$ cat src/rtl/digital_lock_if.sv
// digital_lock_if: keypad input and lock status/display outputs of digital_lock.
interface digital_lock_if;
    logic [3:0]  key;
    logic        locked;
    logic        error;
    logic [47:0] displays;
    modport master (output key, input locked, error, displays);
    modport slave  (input key, output locked, error, displays);
endinterface

$ cat src/rtl/digital_lock.sv
// digital_lock: 4-key passcode lock FSM with lock/error status and six 7-segment fields.
// Define DIGITALLOCK_LOCKOUT_EN to add a lockout after three consecutive failed unlocks.
module digital_lock #(
    parameter int CLOCK_FREQ      = 50000000,
    parameter int PASSCODE_LENGTH = 4
) (
    input  logic          clock,
    input  logic          reset,
    digital_lock_if.slave bus
);
    localparam int          EW        = 4 * PASSCODE_LENGTH;
    localparam logic [31:0] TIMEOUT   = 32'(10 * CLOCK_FREQ);
    localparam logic [2:0]  LAST      = 3'(PASSCODE_LENGTH - 1);
    localparam logic [7:0]  SEG_U     = 8'hC1;
    localparam logic [7:0]  SEG_L     = 8'hC7;
    localparam logic [7:0]  SEG_E     = 8'h86;
    localparam logic [7:0]  SEG_DASH  = 8'hBF;
    localparam logic [7:0]  SEG_BLANK = 8'hFF;

    typedef enum logic [1:0] {UNLOCKED_ENTER, UNLOCKED_CONFIRM, LOCKED} state_t;

    state_t        state_q;
    logic [3:0]    key_q, key_prev_q;
    logic [EW-1:0] entry_q, cand_q, code_q, entry_d;
    logic [2:0]    count_q;
    logic [31:0]   tmr_q;
    logic          locked_q, error_q;
    logic [47:0]   disp_q;
    logic          press, done, pending, timeout, lockout;

`ifdef DIGITALLOCK_LOCKOUT_EN
    logic [1:0]  fails_q;
    logic [31:0] lock_tmr_q;
    assign lockout = lock_tmr_q != 32'd0;
`else
    assign lockout = 1'b0;
`endif

    // A multi-bit value keeps key_prev_q non-zero, so it never counts as a release.
    assign press   = $onehot(key_q) && key_prev_q == 4'd0 && !lockout;
    assign entry_d = EW'({entry_q, key_q});
    assign done    = press && count_q == LAST;
    assign pending = count_q != 3'd0 || state_q == UNLOCKED_CONFIRM;
    assign timeout = pending && tmr_q == TIMEOUT - 32'd1;

    function automatic logic [47:0] seg(state_t s, logic e, logic [2:0] n, logic lo);
        logic [47:0] f;
        f[47:40] = e ? SEG_E : (s == LOCKED ? SEG_L : SEG_U);
        for (int i = 0; i < 5; i++)
            f[8*i +: 8] = (i < int'(n) || (i == 4 && lo)) ? SEG_DASH : SEG_BLANK;
        return f;
    endfunction

    always_ff @(posedge clock) begin
        if (reset) begin
            state_q    <= UNLOCKED_ENTER;
            key_q      <= 4'd0;
            key_prev_q <= 4'd0;
            entry_q    <= '0;
            cand_q     <= '0;
            code_q     <= '0;
            count_q    <= 3'd0;
            tmr_q      <= 32'd0;
            locked_q   <= 1'b0;
            error_q    <= 1'b0;
            disp_q     <= {SEG_U, {5{SEG_BLANK}}};
`ifdef DIGITALLOCK_LOCKOUT_EN
            fails_q    <= 2'd0;
            lock_tmr_q <= 32'd0;
`endif
        end else begin
            key_q      <= bus.key;
            key_prev_q <= key_q;
            disp_q     <= seg(state_q, error_q, count_q, lockout);
`ifdef DIGITALLOCK_LOCKOUT_EN
            if (lockout) lock_tmr_q <= lock_tmr_q - 32'd1;
`endif
            if (press) begin
                tmr_q   <= 32'd0;
                error_q <= 1'b0;
                if (done) begin
                    entry_q <= '0;
                    count_q <= 3'd0;
                    case (state_q)
                        UNLOCKED_ENTER: begin
                            cand_q  <= entry_d;
                            state_q <= UNLOCKED_CONFIRM;
                        end
                        UNLOCKED_CONFIRM: begin
                            if (entry_d == cand_q) begin
                                code_q   <= entry_d;
                                locked_q <= 1'b1;
                                state_q  <= LOCKED;
                            end else begin
                                error_q <= 1'b1;
                                state_q <= UNLOCKED_ENTER;
                            end
                            cand_q <= '0;
                        end
                        default: begin
                            if (entry_d == code_q) begin
                                locked_q <= 1'b0;
                                state_q  <= UNLOCKED_ENTER;
`ifdef DIGITALLOCK_LOCKOUT_EN
                                fails_q  <= 2'd0;
`endif
                            end else begin
                                error_q <= 1'b1;
`ifdef DIGITALLOCK_LOCKOUT_EN
                                if (fails_q == 2'd2) begin
                                    fails_q    <= 2'd0;
                                    lock_tmr_q <= TIMEOUT;
                                end else begin
                                    fails_q <= fails_q + 2'd1;
                                end
`endif
                            end
                        end
                    endcase
                end else begin
                    entry_q <= entry_d;
                    count_q <= count_q + 3'd1;
                end
            end else if (timeout) begin
                tmr_q   <= 32'd0;
                entry_q <= '0;
                count_q <= 3'd0;
                cand_q  <= '0;
                if (state_q == UNLOCKED_CONFIRM) state_q <= UNLOCKED_ENTER;
            end else begin
                tmr_q <= pending ? tmr_q + 32'd1 : 32'd0;
            end
        end
    end

    assign bus.locked   = locked_q;
    assign bus.error    = error_q;
    assign bus.displays = disp_q;
endmodule

$ cat src/flat_wrapper.sv
// flat-port wrapper written by rule: the top's interface ports become plain ports
module digital_lock_flat 
#(
    parameter int CLOCK_FREQ      = 50000000,
    parameter int PASSCODE_LENGTH = 4
)
  (clock, reset, bus_key, bus_locked, bus_error, bus_displays);
  digital_lock_if bus_i ();
  input  logic clock;
  input  logic reset;
  input wire logic [$bits(bus_i.key)-1:0] bus_key;
  output wire logic [$bits(bus_i.locked)-1:0] bus_locked;
  output wire logic [$bits(bus_i.error)-1:0] bus_error;
  output wire logic [$bits(bus_i.displays)-1:0] bus_displays;
  assign bus_i.key = bus_key;
  assign bus_locked = bus_i.locked;
  assign bus_error = bus_i.error;
  assign bus_displays = bus_i.displays;
  digital_lock #(.CLOCK_FREQ(CLOCK_FREQ), .PASSCODE_LENGTH(PASSCODE_LENGTH)) u_core (.clock(clock), .reset(reset), .bus(bus_i));
endmodule
$ cat config.mk
export PLATFORM = sky130hd
export DESIGN_NAME = digital_lock_flat
export DESIGN_NICKNAME = d
export VERILOG_FILES = /design/src/rtl/digital_lock_if.sv /design/src/rtl/digital_lock.sv /design/src/flat_wrapper.sv
export SDC_FILE = /design/constraint.sdc
export NUM_CORES = 1
export LEC_CHECK = 0
export BUFFER_PORTS_ARGS = -buffer_cell sky130_fd_sc_hd__buf_4
export CELL_PAD_IN_SITES_DETAIL_PLACEMENT = 0
export CELL_PAD_IN_SITES_GLOBAL_PLACEMENT = 1
export CORE_AREA = 2 2 105 107
export CTS_CLUSTER_SIZE = 14
export DETAILED_ROUTE_END_ITERATION = 8
export DIE_AREA = 0 0 107 109
export GPL_TIMING_DRIVEN = 1
export PLACE_DENSITY = 0.88
export SYNTH_ARGS = -nofsm -noshare
export SYNTH_HDL_FRONTEND = slang
export SYNTH_SLANG_ARGS = --single-unit
$ cat constraint.sdc
create_clock -name clock -period 3.3 [get_ports clock]
set_clock_uncertainty 0.05 [all_clocks]
set_input_delay 0.66 -clock clock [delete_from_list [all_inputs] [get_ports clock]]
set_output_delay 0.66 -clock clock [all_outputs]
set_load 0.005 [all_outputs]
==> impl_metrics.ini <==
[place]
portBuffers = 16
hpwl_mm = 5.59
gp_congestion = 0.782

[outcome]
status = finished, final reports clean

[worst_setup_path]
worst-endpoint-required_ns = 3.54
critPathArrivalTime_ns = 3.25
worstSetupPathType = reg2reg
max_stage_delay_ns = 0.73
cp_max_fo = 32
end_kind = flop
crit_family = simple AND/OR/NAND/NOR gates
cp_slowest_cell = nor3_2
startpoint_type = flop
cp_cell_sequence = ha_1 > ha_1 > fa_1 > nor2_1 > and3_1 > nor3_2 > o21ai_2 > buf_4 > nor2_1
critPathBufInv = 1

[route]
drc = 0
dr.pass1.iters = 4
routed-via-count = 3153
routed_wl_mm = 8.14
ant_nets = 0
routedWlPerCell_um = 12.5
viasPerCell = 4.85
first_iter_violations = 145

[power_and_ir_drop]
switching_share_pct = 23.6
seq_power_share_pct = 55.7
finalPower_w = 0.00217
internal_power_w = 0.00166
p_switching_w = 0.000513
power_frac_clock_pct = 37.2
power.leakage_nw = 2.03
combPwrFrac_pct = 7.1
p_per_area_mw_per_mm2 = 441
peakVddDrop_mv = 0.224

[cells_and_area]
num_antenna_cells = 0
final_nets = 518
fill_cells = 977
final_layout_size_suffix_gt1_share_pct = 10.0
area_delta_synth_final_pct = 6.49

[timing]
whs_ns = 0.403
rsz0062_at_grt = false
post-route-min-period_ns = 3.01
slew_headroom_pct = 41.1
setup_viol = 0
finalCritPeriodShare_pct = 91.4
hold_viol_final = 0
drv_slew = 0
setup_tns_ns = 0
fmax_ghz = 0.332
tightest_slew_ns = 0.878

[cts]
clock-sinks = 98
cts_buffers = 9
clk_path_buf_depth = 2
post_cts_buffers = 0
cts.clk_slew.worst_paths_ns = 0.09
htree_levels = 3
clockRootBuffer = clkbuf_8
cts_resized = 0
cts_tree = built
clk_latency_ns = 0.36
cts_hold_repair.buffers = 0

[grt]
overflow = 0
grt_start_max_net_pins = 51
antenna_found_initial = 0
grt.total_usage_pct = 14.6
grt_pass1_wl_mm = 13.6
grt_pass1_vias = 2850

[run]
maxCapViolations = 0

[die]
ioPinCount = 56
fp.dieH_um = 109
die_area_mm2 = 0.0117
core_area_mm2 = 0.0106
die_w_um = 107
num_rows = 38
initial_core_util_pct = 43.6

[synthesis]
yosysWarnings = 0
yosys_most_used_dff = dfxtp_1
syn_inst = 494
synth-edff-count = 0
netlist-cell-type-count = 47
syn_area_mm2 = 0.00462
syn_area_per_cell_um2 = 9.36
synth_async_sr_flop_share_pct = 0
ys_seq_area_share_pct = 42.4
ys_ff_latch = 98

[worst_hold_path]
hp-class = reg2reg
## final cells by class
| class | count | area (µm²) | share of cell area (%) |
|---|---|---|---|
| flip-flops and latches | 98 | 1960 | 39.8 |
| inverters | 7 | 26.3 | 0.534 |
| repair buffers | 25 | 188 | 3.81 |
| well taps | 140 | 175 | 3.56 |
| multi-input cells | 364 | 2360 | 47.9 |
| clock buffers | 13 | 169 | 3.43 |
| clock inverters | 3 | 46.3 | 0.940 |
## worst register-to-register path: stages, from the launching register on
cell and delay (ns):
dfxtp_1 0.32, ha_1 0.29, ha_1 0.21, fa_1 0.48, nor2_1 0.07, and3_1 0.26, nor3_2 0.73, o21ai_2 0.10
buf_4 0.27, nor2_1 0.15
## synth_stat cells (2+ instances only)
cell type	count	area share, %
dfxtp_1	98	42
nor2_1	70	5.7
xor2_1	52	9.8
buf_4	44	7.1
mux2i_1	32	6.9
nand2_1	21	1.7
and2_1	18	2.4
nand3_1	13	1.4
a22o_1	10	1.9
and3_1	10	1.4
clkbuf_1	10	0.81
nand4_1	10	1.4
nor2b_1	10	1.4
nor4_1	10	1.4
nor3_1	9	0.97
xnor2_1	8	1.5
inv_1	7	0.57
o21ai_0	7	0.76
buf_2	6	0.65
ha_1	6	1.6
a21oi_1	5	0.54
and4_1	4	0.76
or3_1	4	0.54
a22o_2	3	0.65
buf_6	2	0.49
conb_1	2	0.16
nor4b_1	2	0.38
o21ai_1	2	0.22
## layout by cell type, fill, tap and decap left out, types with 2 or more instances in the layout
master / instances
nor2_1: 70
nand4_1: 10
nor4_1: 10
ha_1: 6
a22o_1: 10
nand3_1: 13
and2_1: 18
a22o_2: 3
a21oi_1: 5
xnor2_1: 8
nor3_1: 9
inv_1: 7
buf_4: 25
xor2_1: 52
clkbuf_8: 12
and4_1: 4
and3_1: 10
conb_1: 39
mux2i_1: 32
o21ai_0: 7
or3_1: 4
nand2_1: 21
dfxtp_1: 98
nor4b_1: 2
nor2b_1: 10
## cell families (layout without fill, tap and decap cells)
| kind of cell | after synthesis | after routing | share of synthesized area (%) |
|---|---|---|---|
| AOI/OAI and AO/OA | 34 | 34 | 5.65 |
| xor gates and xnor gates | 60 | 60 | 11.4 |
| adders and majority gates | 7 | 7 | 2.06 |
| buffers and inverters | 69 | 48 | 9.66 |
| DFF | 98 | 98 | 42.4 |
| muxes | 33 | 33 | 7.17 |
| other | 2 | 39 | 0.162 |
| and+or+nand+nor | 191 | 191 | 21.5 |
## worst paths after layout
| path | slack [ns] | start | to | cells past startpoint |
|---|---|---|---|---|
| worst max register to register | 0.29 | u_core.key_q[0]$_SDFF_PP0_ | u_core.tmr_q[9]$_SDFF_PP0_ | 9 |
| worst min-delay path | 0.40 | u_core.tmr_q[0]$_SDFF_PP0_ | u_core.tmr_q[0]$_SDFF_PP0_ | 1 |
| worst min register to register | 0.40 | u_core.tmr_q[0]$_SDFF_PP0_ | u_core.tmr_q[0]$_SDFF_PP0_ | 1 |
| worst max-delay path | 0.29 | u_core.key_q[0]$_SDFF_PP0_ | u_core.tmr_q[9]$_SDFF_PP0_ | 9 |
## registers in the layout (all words and copies together), names as in the netlist
register	count
u_core.entry_q	12
u_core.bus.locked	1
u_core.state_q	2
u_core.cand_q	16
u_core.bus.error	1
u_core.bus.displays	7
u_core.tmr_q	32
u_core.key_q	4
u_core.key_prev_q	4
u_core.count_q	3
u_core.code_q	16
## power by group through the flow
stage | Sequential (W) | Clock [W] | Combinational, W
2_1_floorplan | 0.00124 | 0 | 0.000140
3_3_place_gp | 0.00124 | 0 | 0.000150
3_5_place_dp | 0.00124 | 0 | 0.000153
4_1_cts | 0.00121 | 0.000836 | 0.000154
5_1_grt | 0.00121 | 0.000886 | 0.000172
6_report | 0.00121 | 0.000807 | 0.000154
## metal layers
layer / track usage [%] / wire length [µm] / vias to the layer above
li1: - / - / 1602
met1: 19.1 / 4140 / 1476
met2: 23.2 / 3620 / 73
met3: 4.60 / 324 / 2
met4: 4.45 / 55 / 0
met5: 0 / 0 / -
## metrics by stage
stage	utilization, %	cell area (µm²)	worst slack [ns]	instances
finish	46.4	4920	0.285	650
CTS	46.4	4920	0.263	650
floorplan	-	4760	0.524	531
global route	46.4	4920	0.0715	650
detailed placement	44.4	4710	0.283	634
global placement	44.4	4710	0.373	634
(Power assumes the default switching activity.)
